[src/rtl/multi_blink_pkg.sv]
// Shared mode encoding and prescaler sizing helpers for the multi-channel LED blinker.
package multi_blink_pkg;

  typedef logic [1:0] mode_t;

  localparam mode_t MODE_OFF     = 2'd0;
  localparam mode_t MODE_SOLID   = 2'd1;
  localparam mode_t MODE_BLINK   = 2'd2;
  localparam mode_t MODE_ONESHOT = 2'd3;

  // Number of CLK cycles per TICK.
  function automatic int calc_div(input int clk_hz, input int tick_hz);
    return clk_hz / tick_hz;
  endfunction

  // Prescaler counter width able to hold 0..div-1.
  function automatic int calc_div_w(input int div);
    return (div > 1) ? $clog2(div) : 1;
  endfunction

endpackage

[src/rtl/blink_channel.sv]
// One LED channel: latched mode/period/on-time, tick-driven phase, registered LED and DONE.
module blink_channel
  import multi_blink_pkg::*;
#(
  parameter int CNT_W = 16
) (
  input  logic             clk,
  input  logic             rst,
  input  logic             tick,
  input  logic             wr,
  input  logic [1:0]       wr_mode,
  input  logic [CNT_W-1:0] wr_period,
  input  logic [CNT_W-1:0] wr_on,
  output logic             led,
  output logic             done
);

  mode_t            mode, mode_n;
  logic [CNT_W-1:0] period, period_n;
  logic [CNT_W-1:0] on_ticks, on_ticks_n;
  logic [CNT_W-1:0] ph, ph_n;
  logic             led_n;
  logic             done_n;
  logic             running;
  logic             last_phase;

  assign running    = (mode == MODE_BLINK) || (mode == MODE_ONESHOT);
  assign last_phase = (ph == period - CNT_W'(1));

  // NOTE: every variable gets its hold value first so no path through this block infers a latch.
  always_comb begin
    mode_n     = mode;
    period_n   = period;
    on_ticks_n = on_ticks;
    ph_n       = ph;
    done_n     = 1'b0;

    // A write on the same edge as a TICK wins: the tick is dropped for this channel.
    if (wr) begin
      mode_n     = mode_t'(wr_mode);
      period_n   = wr_period;
      on_ticks_n = wr_on;
      ph_n       = '0;
    end else if (tick && running) begin
      if (period == '0) begin
        // Degenerate period: blink just holds, a one-shot finishes immediately.
        if (mode == MODE_ONESHOT) begin
          mode_n = MODE_OFF;
          done_n = 1'b1;
        end
      end else if (last_phase) begin
        ph_n = '0;
        if (mode == MODE_ONESHOT) begin
          mode_n = MODE_OFF;
          done_n = 1'b1;
        end
      end else begin
        ph_n = ph + CNT_W'(1);
      end
    end

    // LED is derived from next state so a write or tick is visible right after its edge.
    unique case (mode_n)
      MODE_SOLID:                led_n = 1'b1;
      MODE_BLINK, MODE_ONESHOT:  led_n = (period_n != '0) && (ph_n < on_ticks_n);
      default:                   led_n = 1'b0;
    endcase
  end

  // NOTE: sequential state uses non-blocking assignments so all registers update together.
  always_ff @(posedge clk or posedge rst) begin
    if (rst) begin
      mode     <= MODE_OFF;
      period   <= '0;
      on_ticks <= '0;
      ph       <= '0;
      led      <= 1'b0;
      done     <= 1'b0;
    end else begin
      mode     <= mode_n;
      period   <= period_n;
      on_ticks <= on_ticks_n;
      ph       <= ph_n;
      led      <= led_n;
      done     <= done_n;
    end
  end

endmodule

[src/rtl/multi_blink_divider.sv]
// LED timing generator: shared TICK prescaler plus CHANNELS independent blink_channel instances.
module multi_blink_divider
  import multi_blink_pkg::*;
#(
  parameter  int CLK_HZ   = 12_000_000,
  parameter  int TICK_HZ  = 1000,
  parameter  int CHANNELS = 3,
  parameter  int CNT_W    = 16,
  localparam int CH_W     = (CHANNELS > 1) ? $clog2(CHANNELS) : 1
) (
  input  logic                clk,
  input  logic                rst,
  input  logic                wr_en,
  input  logic [CH_W-1:0]     wr_ch,
  input  logic [CNT_W-1:0]    wr_period,
  input  logic [CNT_W-1:0]    wr_on,
  input  logic [1:0]          wr_mode,
  output logic                tick,
  output logic [CHANNELS-1:0] led,
  output logic [CHANNELS-1:0] done
);

  localparam int DIV     = calc_div(CLK_HZ, TICK_HZ);
  localparam int PRESC_W = calc_div_w(DIV);

  if ((CLK_HZ % TICK_HZ) != 0 || DIV < 2) begin : g_bad_div
    $error("multi_blink_divider: CLK_HZ must be a multiple of TICK_HZ with DIV >= 2");
  end
  if (CHANNELS < 1 || CHANNELS > 16) begin : g_bad_channels
    $error("multi_blink_divider: CHANNELS must be in 1..16");
  end

  logic [PRESC_W-1:0] presc;
  logic               presc_last;

  assign presc_last = (presc == PRESC_W'(DIV - 1));

  // TICK is registered from the wrap condition, so it is high exactly one cycle in DIV.
  always_ff @(posedge clk or posedge rst) begin
    if (rst) begin
      presc <= '0;
      tick  <= 1'b0;
    end else begin
      presc <= presc_last ? '0 : presc + PRESC_W'(1);
      tick  <= presc_last;
    end
  end

  for (genvar g = 0; g < CHANNELS; g++) begin : g_ch
    // Out-of-range channel numbers never match any instance, so such writes are dropped.
    logic wr_sel;
    assign wr_sel = wr_en && (wr_ch == CH_W'(g));

    blink_channel #(
      .CNT_W(CNT_W)
    ) u_channel (
      .clk      (clk),
      .rst      (rst),
      .tick     (tick),
      .wr       (wr_sel),
      .wr_mode  (wr_mode),
      .wr_period(wr_period),
      .wr_on    (wr_on),
      .led      (led[g]),
      .done     (done[g])
    );
  end

endmodule

[config.mk]
export PLATFORM = sky130hd
export DESIGN_NAME = multi_blink_divider
export DESIGN_NICKNAME = d
export VERILOG_FILES = /design/src/rtl/multi_blink_pkg.sv /design/src/rtl/blink_channel.sv /design/src/rtl/multi_blink_divider.sv
export SDC_FILE = /design/constraint.sdc
export NUM_CORES = 1
export LEC_CHECK = 0
export ABC_AREA = 0
export CAP_MARGIN = 10
export CORE_AREA = 3 3 138 140
export CTS_BUF_LIST = sky130_fd_sc_hd__clkbuf_16
export DETAILED_ROUTE_END_ITERATION = 7
export DIE_AREA = 0 0 141 143
export GPL_ROUTABILITY_DRIVEN = 0
export MAX_ROUTING_LAYER = met4
export PLACE_DENSITY = 0.74
export REMOVE_ABC_BUFFERS = 1
export SYNTH_ARGS = -nofsm -noshare
export SYNTH_HDL_FRONTEND = slang
export SYNTH_SLANG_ARGS = --single-unit
[constraint.sdc]
create_clock -name clk -period 9.45 [get_ports clk]
set_input_delay 2.3625 -clock clk [delete_from_list [all_inputs] [get_ports clk]]
set_output_delay 2.3625 -clock clk [all_outputs]
set_load 0.02 [all_outputs]
# Yosys cells after proc, flatten, opt, wreduce, memory -nomap -nowiden
# Cells that the tools add are included.
# Widths: inputs -> output; s select.
[classes]
add_sub_neg = 7
mul = 0
div = 0
magnitude_cmp = 3
n_eq_ne = 21
n_shift = 0
n_mux = 52
bitwise_logic = 0
n_reduce_logical = 22
[op_table]
columns = ["operator", "n"]
rows = [
  ["$mux 16", 18],
  ["$add 16x1->16 const B", 3],
  ["$eq 16x16->1", 3],
  ["$logic_not 16->1", 3],
  ["$lt 16x16->1", 3],
  ["$reduce_bool 16->1", 3],
  ["$sub 16x1->16 const B", 3],
  ["$mux 2", 15],
  ["$eq 2x2->1 const B", 13],
  ["$mux 1", 15],
  ["$add 14x1->14 const B", 1],
  ["$eq 14x14->1 const B", 1],
  ["$mux 14", 1],
  ["$logic_and 1x1->1", 9],
  ["$eq 2x1->1 const B", 4],
  ["$pmux 1 s2", 3],
  ["$reduce_or 2->1", 3],
  ["$logic_or 1x1->1", 3],
  ["$logic_not 2->1", 1],
]
[word_totals]
reg_bits = 171
latchBits = 0
ram_bits = 0
mem_bits_ro = 0
inputBits = 39
out_inout_bits = 7
word_cells = 125
n_memories = 0

# Longest topological paths before layout
# Gate-level depths: netlist of the first run.
[logic_depth]
ltp_word = 9
depth_mapped = 20
mapped_depth_nobuf = 19

# Cells and area by module
# Synthesis of the first run repeated with hierarchy kept, for this count alone.
[unflattened]
hier_cells = 1161
area_unflattened_um2 = 11031.8
[by_module_without_submodules]
columns = ["mod", "n_inst", "cells_per_inst", "area_each_um2", "seq_area_each_um2"]
rows = [
  ["blink_channel at g_ch[0].u_channel ...", 2, 363, 3430.8, 1301.2],
  ["blink_channel at g_ch[2].u_channel", 1, 366, 3414.5, 1301.2],
  ["multi_blink_divider", 1, 69, 755.7, 375.4],
]

# Worst setup path before layout of the first run
# Ideal clock, no wire load.
[synth_timing]
kind = "input port to flip-flop"
start = "input wr_ch[0]"
end = "register g_ch[0].u_channel.led"
setup_time_ns = 0.101
arrival_ns = 5.127
required_ns = 9.349
path_slack_ns = 4.223
path_stages = 13
path_buffers = 2
cell_sequence = "nor3b_1 > clkbuf_1 > clkbuf_1 > a21oi_1 > ha_1 > a21o_1 > a21o_1 > a21o_1 > a21o_1 > a211oi_1 > o21ai_0 > o21bai_1 > o32ai_1"
[synth_via]
elab_chain_cells = 6
elab_cells_between_ends = 14
classes_between = "1 x order compare; 3 x eq/ne; 5 x mux; 5 x reduce/logical"
[synth_rtl]
columns = ["item", "line", "source"]
rows = [
  ["from (decl)", "multi_blink_divider.sv:14", "input logic [CH_W-1:0] wr_ch,"],
  ["$logic_not 2->1", "multi_blink_divider.sv:52", "assign wr_sel = wr_en && (wr_ch == CH_W'(g));"],
  ["$logic_and 1x1->1", "multi_blink_divider.sv:52", ""],
  ["$mux 16", "blink_channel.sv:39", "if (wr) begin"],
  ["named net g_ch[0].u_channel.ph_n[9]", "blink_channel.sv:21", "logic [CNT_W-1:0] ph, ph_n;"],
  ["$lt 16x16->1", "blink_channel.sv:65", "MODE_BLINK, MODE_ONESHOT: led_n = (period_n != '0) && (ph_n < on_ticks_n);"],
  ["$logic_and 1x1->1", "blink_channel.sv:65", ""],
  ["$pmux 1 s2", "blink_channel.sv:63", "unique case (mode_n)"],
  ["named net g_ch[0].u_channel.led_n", "blink_channel.sv:22", "logic led_n;"],
  ["to (signal assigned)", "blink_channel.sv:84", "led <= led_n;"],
  ["to (decl)", "blink_channel.sv:14", "output logic led,"],
]
# The timed path passes the listed nets, and every way through them passes these cells.

# Final worst setup path of the first run
[layout_timing]
start = "input wr_en"
end = "register g_ch[0].u_channel.led"
[layout_via]
elab_chain_cells = 5
elab_cells_between_ends = 13
classes_between = "1 x order compare; 3 x eq/ne; 5 x mux; 4 x reduce/logical"
[layout_rtl]
columns = ["item", "line", "source"]
rows = [
  ["from (decl)", "multi_blink_divider.sv:13", "input logic wr_en,"],
  ["$logic_and 1x1->1 (*)", "multi_blink_divider.sv:52", ""],
  ["$mux 16 / $mux 2 (equally long branches)", "blink_channel.sv:39", ""],
  ["$lt 16x16->1, or another cell as far along", "blink_channel.sv:65", ""],
  ["$logic_and 1x1->1 / $reduce_or 2->1 (equally long branches)", "blink_channel.sv:65, blink_channel.sv:63", ""],
  ["$pmux 1 s2 (*)", "blink_channel.sv:63", ""],
  ["named net g_ch[0].u_channel.led_n", "blink_channel.sv:22", ""],
]
# The timed path passes the listed nets; every way through them passes the cells marked *.

==> results of run 1 <==
cells by family (layout without fill, tap and decap cells):
| kind of cell | after synthesis | in the layout |
|---|---|---|
| xor gates and xnor gates | 82 | 82 |
| buffers and inverters | 129 | 155 |
| DFF | 171 | 171 |
| and+or+nand+nor | 533 | 533 |
| AOI/OAI and AO/OA | 198 | 198 |
| other | 0 | 1 |
| adders and majority gates | 52 | 52 |
| muxes | 50 | 50 |
final timing paths:
check / end / cells after the start / startpoint / slack (ns)
setup / recovery: g_ch[0].u_channel.led / 12 / wr_en / 4.04
hold / removal: presc[4] / 1 / presc[4] / 0.47
setup reg to reg: g_ch[0].u_channel.led / 16 / g_ch[0].u_channel.period[4] / 4.36
hold reg to reg: presc[4] / 1 / presc[4] / 0.47
max in group asynchronous: g_ch[1].u_channel.period[5] / 4 / rst / 5.24
min in group asynchronous: g_ch[0].u_channel.on_ticks[7] / 2 / rst / 2.34
final cells by class:
| type | instances | area, µm² | area share (%) |
|---|---|---|---|
| clock buffer | 17 | 425 | 3.60 |
| sequential | 171 | 4280 | 36.2 |
| clock inverter | 15 | 189 | 1.60 |
| multi-input combinational | 915 | 5860 | 49.6 |
| antenna | 1 | 2.50 | 0.0212 |
| tap | 229 | 287 | 2.42 |
| timing repair buffer | 53 | 510 | 4.32 |
| inverter | 70 | 268 | 2.27 |
where the power goes:
group / internal (mW) / switching, mW / leakage [nW] / total, mW
Sequential: 0.813 / 0.0841 / 2.07 / 0.898
Clock: 0.421 / 0.313 / 0.294 / 0.734
Combinational: 0.186 / 0.252 / 3.17 / 0.438
cell usage in the layout (no fill, tap or decap), types with 7 or more instances in the layout:
cell,Yosys,layout
sky130_fd_sc_hd__a211oi_1,11,11
sky130_fd_sc_hd__a21o_1,13,13
sky130_fd_sc_hd__a21oi_1,45,45
sky130_fd_sc_hd__a31oi_1,16,16
sky130_fd_sc_hd__and2_1,11,11
sky130_fd_sc_hd__and3_1,16,16
sky130_fd_sc_hd__buf_4,6,8
sky130_fd_sc_hd__clkbuf_16,0,17
sky130_fd_sc_hd__clkdlybuf4s50_1,0,45
sky130_fd_sc_hd__dfrtp_1,171,171
sky130_fd_sc_hd__ha_1,52,52
sky130_fd_sc_hd__inv_1,70,69
sky130_fd_sc_hd__mux2i_1,49,49
sky130_fd_sc_hd__nand2_1,226,226
sky130_fd_sc_hd__nand3_1,47,47
sky130_fd_sc_hd__nand3b_1,12,12
sky130_fd_sc_hd__nand4_1,24,24
sky130_fd_sc_hd__nor2_1,49,49
sky130_fd_sc_hd__nor2b_1,9,9
sky130_fd_sc_hd__nor3_1,33,33
sky130_fd_sc_hd__nor3b_1,13,12
sky130_fd_sc_hd__nor4_1,33,33
sky130_fd_sc_hd__o21a_1,9,9
sky130_fd_sc_hd__o21ai_0,55,55
sky130_fd_sc_hd__or2_2,7,7
sky130_fd_sc_hd__or3_1,9,9
sky130_fd_sc_hd__or4_1,12,12
sky130_fd_sc_hd__xnor2_1,46,46
sky130_fd_sc_hd__xor2_1,36,36
cells in the mapped netlist, drive strengths merged (16+ instances only):
cell type,instances
and3,16
dfrtp,171
nor3,34
a21oi,46
xor2,36
ha,52
xnor2,46
buf,22
inv,70
nand2,226
o21ai,56
nor2,50
nand4,24
nand3,47
a31oi,16
clkbuf,37
nor4,35
mux2i,49
stage by stage:
step	hold slack [ns]	cells	util (%)	total power, mW	setup WS, ns
3_5_place_dp	0.458	1438	62.4	1.34	3.58
3_3_place_gp	0.455	1438	62.4	1.33	3.65
5_1_grt	0.486	1471	65.8	2.17	3.82
4_1_cts	0.472	1470	65.8	2.08	4.04
6_report	0.474	1471	65.8	2.07	4.04
2_1_floorplan	0.436	1156	-	1.20	2.46
metal layers:
metal	global-route usage [%]	routed length (µm)	vias to the layer above
met4	8.26	567	0
met2	45.1	12900	259
met3	5.02	1480	38
met5	-	0	-
met1	39.2	12800	4306
li1	-	-	4310
flip-flops by register name (all words and copies together), names as in the netlist:
register                 count
g_ch.u_channel.period       48
g_ch.u_channel.ph           48
g_ch.u_channel.done          3
presc                       14
g_ch.u_channel.mode          6
g_ch.u_channel.on_ticks     48
g_ch.u_channel.led           3
tick                         1
worst max-delay path, cell delays in order:
cell,delay [ns]
sky130_fd_sc_hd__clkdlybuf4s50_1,0.56
sky130_fd_sc_hd__or3b_2,0.87
sky130_fd_sc_hd__mux2i_1,0.33
sky130_fd_sc_hd__ha_1,0.28
sky130_fd_sc_hd__a21o_1,0.16
sky130_fd_sc_hd__a21o_1,0.16
sky130_fd_sc_hd__a21o_1,0.17
sky130_fd_sc_hd__a21o_1,0.17
sky130_fd_sc_hd__a211oi_1,0.21
sky130_fd_sc_hd__o21ai_0,0.15
sky130_fd_sc_hd__o21bai_1,0.19
sky130_fd_sc_hd__o32ai_1,0.12
==> results_tabular.tex, run 1 <==
\begin{tabular}{lr}
\hline
Metric & Value \\
\hline
\multicolumn{2}{l}{\textbf{Clock network}} \\
\quad Number of clock sinks & 171 \\
\quad CTS tree & done \\
\quad Insertion delay to the later sink of the worst-skew pair & 0.43 ns \\
\quad CTS Buf Count & 17 \\
\quad \# hold bufs at CTS & 0 \\
\quad H-Tree Depth & 4 \\
\quad Postcts setup bufs & 0 \\
\quad Cell at the root of the clock tree & sky130\_fd\_sc\_hd\_\_clkbuf\_16 \\
\quad Maximum root-to-sink buffer count & 2 \\
\quad Clock slew at reported path FFs & 0.07 ns \\
\quad CTS resizes & 0 \\
\multicolumn{2}{l}{\textbf{Global route}} \\
\quad Pin count of the biggest net entering global routing & 67 \\
\quad Congestion Overflow GR & 0 \\
\quad First-pass GRT wire length & 44600 µm \\
\quad Total global routing track utilization & 28.9\% \\
\quad Initial antenna violation count & 1 \\
\quad Vias in the first global route & 8407 \\
\multicolumn{2}{l}{\textbf{Finish}} \\
\quad Fraction of layout cells with a size suffix above 1 & 5.16\% \\
\quad Area Growth Syn to Fin & 10.8\% \\
\quad Number of fill cells in the layout & 1478 \\
\quad Post-route cell area & 0.0118 mm² \\
\quad Total Nets Final & 1319 \\
\multicolumn{2}{l}{\textbf{Pwr}} \\
\quad Leakage & 5.54 nW \\
\quad Pwr per Cell Area & 175 mW/mm² \\
\quad Worst IR Drop VDD & 0.140 mV \\
\multicolumn{2}{l}{\textbf{Drt}} \\
\quad Post-route DRC violation count & 0 \\
\quad Number of vias per cell after detailed routing & 6.06 \\
\quad Average routed wire per standard cell & 18.9 µm \\
\quad Detailed Route Iter0 Violations & 854 \\
\quad Antenna-violating nets left & 0 \\
\quad Count of TritonRoute iterations in the first routing pass & 6 \\
\quad Via count & 8913 \\
\quad Total wire length & 27700 µm \\
\multicolumn{2}{l}{\textbf{Timing}} \\
\quad Fmax achieved & 0.185 GHz \\
\quad Setup violators final & 0 \\
\quad Worst setup skew after layout & 0.0108 ns \\
\quad Measured slew at the worst slew-check pin & 1.01 ns \\
\quad Sum of negative setup slack & 0 ns \\
\quad Tmin final & 5.41 ns \\
\quad Tcrit/Tclk final & 57.3\% \\
\quad Number of failing hold endpoints at the final stage & 0 \\
\quad Relative slew margins & 32.5\% \\
\quad Fin. max-slew vios & 0 \\
\quad RSZ-0062 raised after global routing & false \\
\multicolumn{2}{l}{\textbf{Synthesis}} \\
\quad Area contributors post-synth & sky130\_fd\_sc\_hd\_\_dfrtp\_1, sky130\_fd\_sc\_hd\_\_nand2\_1, sky130\_fd\_sc\_hd\_\_ha\_1 \\
\quad Avg Cell Area, Syn & 8.78 µm² \\
\quad Dominant combinational cell family by area after synthesis & simple AND/OR/NAND/NOR gates \\
\quad Sequential cell area fraction in the yosys report & 40.1\% \\
\quad Synthesized cell area & 0.0107 mm² \\
\quad Number of instances in the synthesized netlist & 1215 \\
\quad Post-synthesis xor/xnor area fraction & 6.73\% \\
\quad Asr flop ratio synth & 100\% \\
\quad Portion of synthesized cell area occupied by the leading cell type & 40.1\% \\
\quad Leading area contributor after synthesis & sky130\_fd\_sc\_hd\_\_dfrtp\_1 \\
\quad Count of yosys warnings during synthesis & 0 \\
\quad Synth Area in Adders & 6.10\% \\
\quad Primary flip-flop cell chosen by synthesis mapping & sky130\_fd\_sc\_hd\_\_dfrtp\_1 \\
\quad Synthesized-area fraction occupied by and/or/nand/nor cells & 25.1\% \\
\quad Total of flip-flops plus latches after synthesis & 171 \\
\quad Post-synth EDFFs & 0 \\
\quad Multiplexer share of the synthesized area & 4.70\% \\
\quad Compound-gate portion of the synthesized area & 12.2\% \\
\quad Distinct cell type count after synthesis & 76 \\
\multicolumn{2}{l}{\textbf{Die}} \\
\quad Core region area & 0.0180 mm² \\
\quad Die height & 143 µm \\
\quad Starting utilization of the core area & 59.4\% \\
\quad Die area & 0.0202 mm² \\
\quad Die width & 141 µm \\
\quad Cell Rows & 49 \\
\quad I/O Pins & 46 \\
\multicolumn{2}{l}{\textbf{Setup path}} \\
\quad Crit path capture type & register \\
\quad Setup crit start kind & primary input \\
\quad Endpoint required time on the critical path & 9.78 ns \\
\quad Kind of critical path & in -> reg \\
\quad Data arrival, critical path & 5.74 ns \\
\quad Biggest fanout along the worst timing path & 38 \\
\multicolumn{2}{l}{\textbf{Placed design}} \\
\quad Sum of net half-perimeters after detailed placement & 20300 µm \\
\quad Dpl cell area & 0.0112 mm² \\
\quad Count of input and output buffers & 45 \\
\multicolumn{2}{l}{\textbf{Run status}} \\
\quad Status & finished, final reports clean \\
\multicolumn{2}{l}{\textbf{Job}} \\
\quad Number of maximum-capacitance violations & 0 \\
\multicolumn{2}{l}{\textbf{Min path}} \\
\quad Kind of path behind the tightest hold check & reg -> reg \\
\hline
\end{tabular}
Note: power is estimated with default switching activity, not from simulation.
==> run 2: changes to the inputs <==
==> constraint.sdc (replaced) <==
create_clock -name clk -period 5.41 [get_ports clk]
set_input_delay 1.3525 -clock clk [delete_from_list [all_inputs] [get_ports clk]]
set_output_delay 1.3525 -clock clk [all_outputs]
set_load 0.02 [all_outputs]
==> results_tabular.tex, run 2 (synthesis gave the netlist of run 1 again) <==
\begin{tabular}{lr}
\hline
Metric & Value \\
\hline
\multicolumn{2}{l}{\textbf{Run status}} \\
\quad Status & finished, final reports clean \\
\multicolumn{2}{l}{\textbf{Setup path}} \\
\quad Biggest fanout along the worst timing path & 10 \\
\quad Launching element of the worst setup path & g\_ch[0].u\_channel.period[4] \\
\quad Kind of critical path & reg -> reg \\
\quad Worst setup slack for register-to-register paths & 0.72 ns \\
\quad FF-to-FF path depth & 18 \\
\quad CP endpoint & g\_ch[0].u\_channel.led \\
\quad Data arrival, critical path & 5.01 ns \\
\quad Setup crit start kind & register \\
\quad Crit path capture type & register \\
\quad Endpoint of the most critical register-to-register path & g\_ch[0].u\_channel.led \\
\quad FF-to-FF Start & g\_ch[0].u\_channel.period[4] \\
\quad Endpoint required time on the critical path & 5.74 ns \\
\multicolumn{2}{l}{\textbf{Drt}} \\
\quad Total wire length & 28000 µm \\
\quad Number of vias per cell after detailed routing & 6.16 \\
\quad Post-route DRC violation count & 0 \\
\quad Via count & 9105 \\
\quad Average routed wire per standard cell & 19.0 µm \\
\quad Detailed Route Iter0 Violations & 930 \\
\quad Antenna-violating nets left & 0 \\
\quad Count of TritonRoute iterations in the first routing pass & 6 \\
\multicolumn{2}{l}{\textbf{Global route}} \\
\quad Congestion Overflow GR & 0 \\
\quad Total global routing track utilization & 29.4\% \\
\quad Global routing met3 resource utilization & 5.39\% \\
\quad Initial antenna violation count & 2 \\
\quad Met1 Resource Use GR & 39.7\% \\
\quad Vias in the first global route & 8615 \\
\quad Pin count of the biggest net entering global routing & 96 \\
\quad First-pass GRT wire length & 45500 µm \\
\quad Grt met2 use & 46.2\% \\
\quad Busiest grt layer & met2 \\
\multicolumn{2}{l}{\textbf{Pwr}} \\
\quad Total power consumption of the routed design & 3.55 mW \\
\quad Pwr per Cell Area & 300 mW/mm² \\
\quad Leakage & 5.55 nW \\
\quad Worst IR Drop VDD & 0.231 mV \\
\multicolumn{2}{l}{\textbf{Timing}} \\
\quad Sum of negative setup slack & 0 ns \\
\quad Worst setup skew after layout & 0.00763 ns \\
\quad Number of failing hold endpoints at the final stage & 0 \\
\quad Relative slew margins & 37.3\% \\
\quad Fin. max-slew vios & 0 \\
\quad Fmax achieved & 0.213 GHz \\
\quad Tcrit/Tclk final & 86.6\% \\
\quad Measured slew at the worst slew-check pin & 0.940 ns \\
\quad Setup violators final & 0 \\
\quad Tmin final & 4.69 ns \\
\quad RSZ-0062 raised after global routing & false \\
\multicolumn{2}{l}{\textbf{Die}} \\
\quad Die area & 0.0202 mm² \\
\quad I/O Pins & 46 \\
\quad Die width & 141 µm \\
\quad Die height & 143 µm \\
\quad Core region area & 0.0180 mm² \\
\quad Starting utilization of the core area & 59.4\% \\
\quad Cell Rows & 49 \\
\multicolumn{2}{l}{\textbf{Finish}} \\
\quad Registers with the most flip-flops & g\_ch.u\_channel.on\_ticks (48), g\_ch.u\_channel.period (48), g\_ch.u\_channel.ph (48) \\
\quad Commonest non-fill, non-tap cell in the layout & sky130\_fd\_sc\_hd\_\_nand2\_1 \\
\quad Post-route cell area & 0.0118 mm² \\
\quad Area Growth Syn to Fin & 10.9\% \\
\quad Post-route insts no fill & 1477 \\
\quad Fraction of layout cells with a size suffix above 1 & 5.30\% \\
\quad Top library cells by usage in the layout, fill and taps aside & sky130\_fd\_sc\_hd\_\_nand2\_1, sky130\_fd\_sc\_hd\_\_dfrtp\_1, sky130\_fd\_sc\_hd\_\_inv\_1, sky130\_fd\_sc\_hd\_\_o21ai\_0, sky130\_fd\_sc\_hd\_\_ha\_1 \\
\quad Number of fill cells in the layout & 1517 \\
\quad Total Nets Final & 1324 \\
\multicolumn{2}{l}{\textbf{Clock network}} \\
\quad H-Tree Depth & 4 \\
\quad Cell at the root of the clock tree & sky130\_fd\_sc\_hd\_\_clkbuf\_16 \\
\quad CTS resizes & 0 \\
\quad CTS tree & done \\
\quad Clock slew at reported path FFs & 0.07 ns \\
\quad Insertion delay to the later sink of the worst-skew pair & 0.43 ns \\
\quad \# hold bufs at CTS & 0 \\
\quad Number of clock sinks & 171 \\
\quad Postcts setup bufs & 0 \\
\quad Maximum root-to-sink buffer count & 2 \\
\quad CTS Buf Count & 17 \\
\multicolumn{2}{l}{\textbf{Min path}} \\
\quad Kind of path behind the tightest hold check & reg -> reg \\
\multicolumn{2}{l}{\textbf{Job}} \\
\quad Number of maximum-capacitance violations & 0 \\
\multicolumn{2}{l}{\textbf{Placed design}} \\
\quad Dpl cell area & 0.0113 mm² \\
\quad Placed cell count & 1443 \\
\quad Sum of net half-perimeters after detailed placement & 20800 µm \\
\quad Count of input and output buffers & 45 \\
\hline
\end{tabular}
## run 2: changes by cell type in the layout (fill, tap and decap cells not counted)
cell / change
sky130_fd_sc_hd__buf_12: +1
sky130_fd_sc_hd__buf_4: +4
sky130_fd_sc_hd__bufinv_16: -1
sky130_fd_sc_hd__clkinv_1: +2
sky130_fd_sc_hd__clkinv_4: -2
sky130_fd_sc_hd__clkinvlp_4: +1
sky130_fd_sc_hd__diode_2: +1
sky130_fd_sc_hd__inv_1: +1
sky130_fd_sc_hd__inv_8: -1
## run 2: metal layers
| layer | up-vias | wire, µm |
|---|---|---|
| li1 | 4328 | - |
| met1 | 4385 | 12100 |
| met2 | 347 | 13200 |
| met3 | 45 | 2100 |
| met4 | 0 | 623 |
| met5 | - | 0 |
## run 2: worst min path at each step
stage / depth (start not counted) / start / end / slack [ns]
4_1_cts: 1 / presc[4] / presc[4] / 0.47
3_5_place_dp: 1 / presc[4] / presc[4] / 0.46
5_1_grt: 1 / presc[4] / presc[4] / 0.48
6_report: 1 / presc[4] / presc[4] / 0.47
2_1_floorplan: 2 / g_ch[2].u_channel.on_ticks[0] / g_ch[2].u_channel.on_ticks[0] / 0.44
3_3_place_gp: 1 / presc[4] / presc[4] / 0.46
## run 2: per-stage QoR
step	util, %	worst slack, ns	hold slack, ns
after CTS	65.8	0.758	0.471
final	65.9	0.724	0.466
after global routing	65.9	0.358	0.481
after global placement	62.6	0.871	0.457
after floorplan	-	-0.574	0.436
after detailed placement	62.6	0.787	0.457
## run 2: report_power, final
group	switching, mW	internal, mW	leakage [nW]
registers	0.149	1.42	2.07
logic	0.442	0.327	3.20
clock network	0.531	0.680	0.274
total	1.12	2.43	5.55
## run 2: cell type report
type | instances | area (µm²) | share of cell area, %
sequential | 171 | 4280 | 36.2
clock buffer | 17 | 425 | 3.60
tap | 229 | 287 | 2.42
timing repair buffer | 58 | 561 | 4.74
antenna | 2 | 5.00 | 0.0423
multi-input combinational | 915 | 5860 | 49.5
clock inverter | 15 | 149 | 1.26
inverter | 70 | 268 | 2.26
## run 2: critical path, stage by stage, from the launching register on
cell	delay (ns)
sky130_fd_sc_hd__dfrtp_1	0.45
sky130_fd_sc_hd__nor4_1	0.72
sky130_fd_sc_hd__and4_1	0.37
sky130_fd_sc_hd__xnor2_1	0.08
sky130_fd_sc_hd__a211oi_1	0.28
sky130_fd_sc_hd__o21a_1	0.31
sky130_fd_sc_hd__nand3_1	0.28
sky130_fd_sc_hd__buf_4	0.27
sky130_fd_sc_hd__nand3_1	0.09
sky130_fd_sc_hd__a31oi_1	0.14
sky130_fd_sc_hd__ha_1	0.23
sky130_fd_sc_hd__a21o_1	0.17
sky130_fd_sc_hd__a21o_1	0.17
sky130_fd_sc_hd__a21o_1	0.17
sky130_fd_sc_hd__a21o_1	0.17
sky130_fd_sc_hd__a211oi_1	0.21
sky130_fd_sc_hd__o21ai_0	0.18
sky130_fd_sc_hd__o21bai_1	0.19
sky130_fd_sc_hd__o32ai_1	0.11
